## src/rtl/scan_pkg.sv

```systemverilog
// Shared types for the scan-chain sequencer and its companion chain model.
package scan_pkg;

    // Sequencer states. IDLE waits for a host request, CAPTURE pulses the
    // chain's parallel load, SHIFT moves CHAIN_LEN bits, DONE returns data.
    typedef enum logic [1:0] {
        S_IDLE    = 2'd0,
        S_CAPTURE = 2'd1,
        S_SHIFT   = 2'd2,
        S_DONE    = 2'd3
    } scan_state_t;

endpackage : scan_pkg

```

## src/rtl/scan_chain_ctrl.sv

```systemverilog
// Scan-chain sequencer: on a host start it optionally captures datapath
// state into the chain, shifts exactly CHAIN_LEN bits (new word in, old
// contents out) and returns the collected word with a one-cycle done.
module scan_chain_ctrl
    import scan_pkg::*;
#(
    parameter int CHAIN_LEN = 8,
    parameter int CNT_W     = $clog2(CHAIN_LEN + 1)
) (
    input  logic                 clk,
    input  logic                 rst,
    input  logic                 start,
    input  logic                 capture,
    input  logic [CHAIN_LEN-1:0] wdata,
    output logic                 busy,
    output logic                 done,
    output logic [CHAIN_LEN-1:0] rdata,
    output logic                 scan_ld,
    output logic                 scan_en,
    output logic                 scan_d,
    input  logic                 scan_q
);

    // Counter value seen during the final shift cycle. Comparing against
    // CHAIN_LEN-1 keeps CHAIN_LEN=1 down to a single shift cycle.
    localparam logic [CNT_W-1:0] CNT_LAST = CNT_W'(CHAIN_LEN - 1);

    scan_state_t          state_q, state_d;
    logic [CHAIN_LEN-1:0] tx_q, tx_d;
    logic [CHAIN_LEN-1:0] rx_q, rx_d;
    logic [CHAIN_LEN-1:0] rdata_q, rdata_d;
    logic [CNT_W-1:0]     cnt_q, cnt_d;

    // Next-state and datapath update; requests outside IDLE are dropped.
    always_comb begin
        state_d = state_q;
        tx_d    = tx_q;
        rx_d    = rx_q;
        rdata_d = rdata_q;
        cnt_d   = cnt_q;
        case (state_q)
            S_IDLE: begin
                if (start) begin
                    // capture is consumed here; the chosen path carries it
                    tx_d    = wdata;
                    cnt_d   = '0;
                    state_d = capture ? S_CAPTURE : S_SHIFT;
                end else begin
                    state_d = S_IDLE;
                end
            end
            S_CAPTURE: begin
                state_d = S_SHIFT;
            end
            S_SHIFT: begin
                // LSB of tx leaves on scan_d; chain bit 0 enters rx at MSB
                tx_d  = tx_q >> 1;
                rx_d  = CHAIN_LEN'({scan_q, rx_q} >> 1);
                cnt_d = cnt_q + CNT_W'(1);
                if (cnt_q == CNT_LAST) begin
                    state_d = S_DONE;
                end else begin
                    state_d = S_SHIFT;
                end
            end
            S_DONE: begin
                rdata_d = rx_q;
                state_d = S_IDLE;
            end
            default: begin
                state_d = S_IDLE;
            end
        endcase
    end

    // State and datapath registers; reset clears everything including rdata.
    always_ff @(posedge clk or posedge rst) begin
        if (rst) begin
            state_q <= S_IDLE;
            tx_q    <= '0;
            rx_q    <= '0;
            rdata_q <= '0;
            cnt_q   <= '0;
        end else begin
            state_q <= state_d;
            tx_q    <= tx_d;
            rx_q    <= rx_d;
            rdata_q <= rdata_d;
            cnt_q   <= cnt_d;
        end
    end

    // Output decode from registered state only, so reset drops the chain
    // strobes immediately and ld/en can never overlap.
    always_comb begin
        busy    = 1'b0;
        done    = 1'b0;
        scan_ld = 1'b0;
        scan_en = 1'b0;
        scan_d  = 1'b0;
        case (state_q)
            S_IDLE: begin
                busy = 1'b0;
            end
            S_CAPTURE: begin
                busy    = 1'b1;
                scan_ld = 1'b1;
            end
            S_SHIFT: begin
                busy    = 1'b1;
                scan_en = 1'b1;
                scan_d  = tx_q[0];
            end
            S_DONE: begin
                busy = 1'b1;
                done = 1'b1;
            end
            default: begin
                busy = 1'b0;
            end
        endcase
    end

    assign rdata = rdata_q;

endmodule : scan_chain_ctrl

```

## config.mk

```make
export PLATFORM = sky130hd
export DESIGN_NAME = scan_chain_ctrl
export DESIGN_NICKNAME = d
export VERILOG_FILES = /design/src/rtl/scan_pkg.sv /design/src/rtl/scan_chain_ctrl.sv
export SDC_FILE = /design/constraint.sdc
export NUM_CORES = 1
export LEC_CHECK = 0
export ABC_AREA = 1
export CAP_MARGIN = 20
export CORE_MARGIN = 4
export CORE_UTILIZATION = 54
export DETAILED_ROUTE_END_ITERATION = 7
export GPL_ROUTABILITY_DRIVEN = 0
export PLACE_DENSITY_LB_ADDON = 0.08
export SETUP_SLACK_MARGIN = 0.02
export SLEW_MARGIN = 20
export SYNTH_ARGS = -nofsm -noshare
export SYNTH_HDL_FRONTEND = slang
export SYNTH_SLANG_ARGS = --single-unit
```

## constraint.sdc

```tcl
create_clock -name clk -period 2.7 [get_ports clk]
set_input_delay 0.54 -clock clk [delete_from_list [all_inputs] [get_ports clk]]
set_output_delay 0.54 -clock clk [all_outputs]
set_load 0.1 [all_outputs]
```

# Word-level counts from Yosys, hierarchy flattened
# Index checks and enable logic that the tools add are counted.
# totals
register_bits	30
input_bits	13
output_inout_bits	13
wordCells	28
# classes
n_addsub	1
n_eq_ne	5
mux	13
n_reduce_logical	4
# op_table
operator	count
8-bit case mux with 2 select lines	1
8-bit 2-to-1 mux	1
2-bit case mux with 4 select lines	1
4-bit case mux with 2 select lines	1
1-bit 2-to-1 mux	5
4-bit by 1-bit adder with 4-bit output, second input constant	1
2-bit equality test, second input constant	2
4-bit by 3-bit equality test with 1-bit output, second input constant	1
2-bit 2-to-1 mux	2
4-bit 2-to-1 mux	1
3-bit OR reduction	1
2-bit by 1-bit equality test with 1-bit output, second input constant	1
2-bit zero test	1
2-bit inequality test, second input constant	1
1-bit case mux with 2 select lines	1
2-bit AND reduction	1
2-bit nonzero test	1

# Longest topological paths before layout
# Gate-level depths: netlist of run 1.
# logic_depth
word_depth	3
ltp_mapped	9
mapped_depth_nobuf	8

# Least setup slack after synthesis of run 1
# OpenSTA, ideal clock, no wires.
# synth_path
path_type	reg-to-output
start	register state_q[0]
end	output scan_d
arrival_time_ps	2347
required_time_ps	2160
slack_ps	-187
path_stages_with_launch	7
path_buffers	2
cell_sequence	dfrtp_1 > inv_1 > ha_1 > buf_6 > buf_2 > nand2_1 > inv_1
# synth_between
elab_chain_cells	2
# synth_rtl
item	line_no	source
start: declaration	scan_chain_ctrl.sv:28	scan_state_t state_q, state_d;
start signal: assignment	scan_chain_ctrl.sv:85	state_q <= state_d;
2-bit equality test	scan_chain_ctrl.sv:101	case (state_q)
1-bit 2-to-1 mux	scan_chain_ctrl.sv:101	
end: declaration	scan_chain_ctrl.sv:20	output logic scan_d,
# No other way between the ends.

# Worst setup path after layout of run 1
# Ends and elaborated chain as after synthesis.

==> summary.txt, run 1 <==
Status
  • Status: complete, no violations

Clock network
  • Worst-path clk slew: 100 ps
  • Hold buffer count at CTS: 0
  • Htree depth: 2
  • Post-CTS setup-driven buffer insertion count: 0
  • CTS resizes: 0
  • Root Driver: clkbuf_4
  • Max clock buf depth: 2
  • Clk_lat worst skew: 330 ps
  • CTS buffer count: 5
  • CTS Sinks: 30
  • TritonCTS clock tree: yes

Route
  • Wire per inst: 12.7 um
  • Final ANT Viol Nets: 0
  • Total Wirelength: 2610 um
  • Via Count: 1036
  • 1st-pass router iterations: 4
  • Iteration-0 DRC Markers: 33
  • DRC viols: 0
  • Vias per cell: 5.03

Final layout
  • Final #Nets: 194
  • Synth-to-Final Area Change: 23.0%
  • FILL cells: 187
  • Layout Cells excl Fill: 206
  • Layout cells sized above 1: 0.176
  • N_diodes: 0

Placed design
  • IO buf count: 25
  • Placed insts: 198
  • DPL Wire Length: 1830 um

Yosys
  • Netlist cell types: 19
  • Sequential fraction of the synthesis area: 0.540
  • Post-synthesis cell count: 149
  • Synthesized net count: 168
  • Mapped Avg Cell Area: 9.33 um^2
  • Synthesized flop and latch total: 30
  • Cell Area, Synth: 0.00139 mm^2
  • Yosys warns: 0

Floorplan
  • Die height: 58.7 um
  • Core Rows: 18
  • Starting Density: 0.566
  • Full die area: 0.00345 mm^2
  • Chip width: 58.7 um
  • # IOs: 26
  • Core Area: 0.00245 mm^2

Global route
  • Remaining global-route overflow: 0
  • GRT Total Usage: 0.177
  • First-pass GRT wire length: 4430 um
  • Initial antenna violation count: 0
  • Largest net degree at the start of global routing: 31
  • Vias in the first global route: 1004

Critical path
  • Crit-path cells: inv_1, ha_2, nand2_1, inv_1, buf_12
  • Crit path arrival time: 1700 ps
  • Crit start category: flop
  • Top cell by count, worst path: inv_1
  • CP Depth: 5
  • CP Capture Type: output pin
  • RR Startpoint: state_q[0]
  • Top cell family by delay on the critical path: flip-flops
  • R2R setup slack: 1070 ps
  • CP max FO: 19
  • CP peak stage delay: 430 ps
  • R2R depth: 7
  • Critical Path RT: 2160 ps
  • Setup CP Type: flop to output pin
  • Slowest-stage cell, CP: dfrtp_1
  • Reg-to-Reg End: tx_q[5]
  • Critical path buffer and inverter count: 3

Flow run
  • Max Cap Viol: 0

Timing
  • Max Clk Rate: 446 MHz
  • Max-slew violation count: 0
  • Setup_tns: 0 ps
  • Clock skew: 8.22 ps
  • Fin crit share: 0.830
  • Hold WS: 498 ps
  • Slew margin rel.: 0.685
  • # setup viols final: 0
  • RSZ-0062 raised after global routing: false
  • Fin. Hold Viols: 0
  • Least-Margin Pin Slew: 473 ps
  • Tmin final: 2240 ps

Min path
  • Hold Path Sink: rx_q[6]
  • Min-delay src: rx_q[7]
  • Hold path cells: 2
  • Hold Path Class: flop to flop
[placed cells by master (no fill, tap or decap), types with 2 or more instances in the layout]
cell,synthesis,final
mux2_2,3,3
o21ai_0,14,14
ha_1,6,5
clkbuf_4,0,5
clkdlybuf4s50_1,0,12
nor2_1,8,8
dfrtp_1,30,30
a21oi_1,7,7
inv_1,21,21
nand2_1,32,32
nand3_1,5,5
bufinv_16,0,2
o21ai_1,9,9
nand2_4,2,2
buf_4,0,13
[worst reg2reg max path, stage by stage (launching register included)]
cell and delay (ps):
dfrtp_1 430, inv_1 120, ha_2 420, inv_2 230, nand2_1 110, o21ai_1 60
nand2_1 60, o21ai_0 90
[how the worst max path moves through the flow]
stage | slack, ps | endpoint | from
6_report | 460 | scan_d | state_q[0]
5_1_grt | 350 | scan_d | state_q[0]
4_1_cts | 440 | scan_d | state_q[0]
3_5_place_dp | 840 | scan_d | state_q[0]
3_3_place_gp | 910 | scan_en | state_q[0]
2_1_floorplan | 130 | scan_d | state_q[0]
[cell families (layout without fill, tap and decap cells)]
group	after synthesis	after routing	share of synthesized area
muxes	3	3	0.0243
buffers and inverters	29	56	0.110
adders and majority gates	6	6	0.0540
DFF	30	30	0.540
AOI/OAI and AO/OA	33	33	0.125
and+or+nand+nor	48	48	0.147
[sequential cells by signal (all words and copies together) (netlist names)]
register,flops
rx_q,8
cnt_q,4
state_q,2
tx_q,8
rdata,8
[cell usage after synthesis]
master | n | share of area
a21oi_1 | 7 | 0.025
buf_2 | 2 | 0.0072
buf_6 | 4 | 0.032
buf_8 | 1 | 0.011
dfrtp_1 | 30 | 0.54
ha_1 | 6 | 0.054
inv_1 | 21 | 0.057
inv_2 | 1 | 0.0027
mux2_2 | 3 | 0.024
nand2_1 | 32 | 0.086
nand2_2 | 1 | 0.0045
nand2_4 | 2 | 0.016
nand3_1 | 5 | 0.018
nor2_1 | 8 | 0.022
o211ai_1 | 1 | 0.0054
o21ai_0 | 14 | 0.050
o21ai_1 | 9 | 0.032
o21ai_2 | 1 | 0.0063
o31ai_1 | 1 | 0.0054
[metal layers]
layer | GRT usage | share of wire | up-vias
li1 | - | - | 519
met1 | 0.195 | 0.40 | 485
met2 | 0.298 | 0.51 | 26
met3 | 0.0658 | 0.063 | 6
met4 | 0.0874 | 0.022 | 0
met5 | 0 | 0 | -
[final cells by class]
cell class / count / area (um^2) / area share
clock buffer: 6 / 51.3 / 0.0300
multi-input combinational: 90 / 489 / 0.286
clock inverter: 2 / 60.1 / 0.0351
inverter: 22 / 82.6 / 0.0483
tap: 30 / 37.5 / 0.0220
timing repair buffer: 26 / 238 / 0.139
sequential: 30 / 751 / 0.439
[stage by stage]
step	cell area, um^2	util	setup slack [ps]
6_report	1710	0.696	459
2_1_floorplan	1390	-	127
3_5_place_dp	1600	0.651	836
3_3_place_gp	1600	0.651	912
5_1_grt	1710	0.696	347
4_1_cts	1710	0.696	440
Power of run 1 is left out: the tool's default activity adds up to more than one toggle a clock period on the data nets, which glitch-free logic cannot reach.
==> inputs of run 2 (changes only) <==
CORE_UTILIZATION = 51   (was 54)
clock period = 2.13 ns   (was 2.7 ns; I/O delays follow)
==> summary.txt, run 2 (synthesized netlist as in run 1, its figures left out) <==
Critical path
  • Crit start category: flop
  • R2R setup slack: 650 ps
  • R2R depth: 7
  • RR Startpoint: state_q[0]
  • Reg-to-Reg End: tx_q[5]
  • Critical Path RT: 1700 ps
  • CP max FO: 19
  • CP Capture Type: output pin
  • Crit path arrival time: 1570 ps
  • Setup CP Type: flop to output pin

Clock network
  • Root Driver: clkbuf_4
  • Htree depth: 2
  • Worst-path clk slew: 80 ps
  • Clk_lat worst skew: 310 ps
  • Hold buffer count at CTS: 0
  • TritonCTS clock tree: yes
  • Post-CTS setup-driven buffer insertion count: 0
  • CTS Sinks: 30
  • CTS buffer count: 5
  • Max clock buf depth: 2
  • CTS resizes: 0

Placed design
  • Placed insts: 199
  • IO buf count: 25
  • DPL Wire Length: 1870 um
  • Pre-CTS WS: 468 ps

Final layout
  • Layout cells sized above 1: 0.177
  • Commonest non-fill, non-tap cell in the layout: nand2_1
  • Layout Cells excl Fill: 205
  • Synth-to-Final Area Change: 23.8%
  • Most frequent cells in the layout: nand2_1, dfrtp_1, inv_1
  • Final #Nets: 195
  • N_diodes: 0

Timing
  • Setup_tns: 0 ps
  • Max-slew violation count: 0
  • RSZ-0062 raised after global routing: false
  • Least-Margin Pin Slew: 371 ps
  • Tmin final: 1990 ps
  • Fin. Hold Viols: 0
  • Slew margin rel.: 0.753
  • Final worst slack: 139 ps
  • Fin crit share: 0.935
  • Max Clk Rate: 502 MHz
  • Clock skew: 3.03 ps
  • # setup viols final: 0

Floorplan
  • Full die area: 0.00362 mm^2
  • Core Rows: 18
  • Chip width: 60.2 um
  • # IOs: 26
  • Starting Density: 0.546
  • Die height: 60.2 um
  • Core Area: 0.00254 mm^2

Global route
  • Vias in the first global route: 1064
  • Initial antenna violation count: 0
  • GRT Total Usage: 0.167
  • First-pass GRT wire length: 4390 um
  • Largest net degree at the start of global routing: 31
  • Remaining global-route overflow: 0

Min path
  • Hold Path Class: primary input to async pin

Route
  • 1st-pass router iterations: 4
  • Total Wirelength: 2500 um
  • Wire per inst: 12.2 um
  • Via Count: 1029
  • Vias per cell: 5.02
  • DRC viols: 0
  • Final ANT Viol Nets: 0
  • Iteration-0 DRC Markers: 31

Status
  • Status: complete, no violations

Flow run
  • Max Cap Viol: 0
run 2: final cells by class:
cell class              count  area (um^2)
multi-input cells          90          499
clock buffers               6         51.3
well taps                  30         37.5
fillers                   216          825
inverters                  22         86.3
flip-flops and latches     30          751
repair buffers             27          295
run 2: metrics by stage:
step                hold slack, ps  cell area, um^2  utilization
finish                         486             1720        0.676
global route                   497             1720        0.676
CTS                            482             1720        0.676
detailed placement             486             1670        0.656
global placement               474             1670        0.656
floorplan                      453             1410            -
run 2: how the worst max path moves through the flow:
stage | slack (ps) | cells past startpoint | from | endpoint
floorplan | 60 | 6 | state_q[0] | scan_d
global placement | 510 | 5 | state_q[0] | scan_d
detailed placement | 470 | 5 | state_q[0] | scan_d
CTS | 110 | 5 | state_q[0] | scan_d
global route | 40 | 5 | state_q[0] | scan_d
finish | 140 | 5 | state_q[0] | scan_d
run 2: worst max-delay path, stage by stage, from the launching register on:
cell	delay (ps)
dfrtp_1	410
inv_1	150
ha_4	300
nand2_1	130
clkinvlp_4	100
buf_12	160
run 2: metal layers:
| metal | up-vias | routed length, um | track usage |
|---|---|---|---|
| met5 | - | 0 | 0 |
| met4 | 0 | 43 | 0.0601 |
| met3 | 6 | 141 | 0.0691 |
| met2 | 23 | 1290 | 0.289 |
| met1 | 484 | 1030 | 0.181 |
| li1 | 516 | - | - |
Power of run 2 is left out for the same reason.
==> inputs of run 3 (changes only) <==
ABC_CLOCK_PERIOD_IN_PS = 2130   (was default)
==> results of run 3 <==
The final DEF is identical to that of run 2; final timing and power are the same.
Power of run 3 is left out for the same reason.
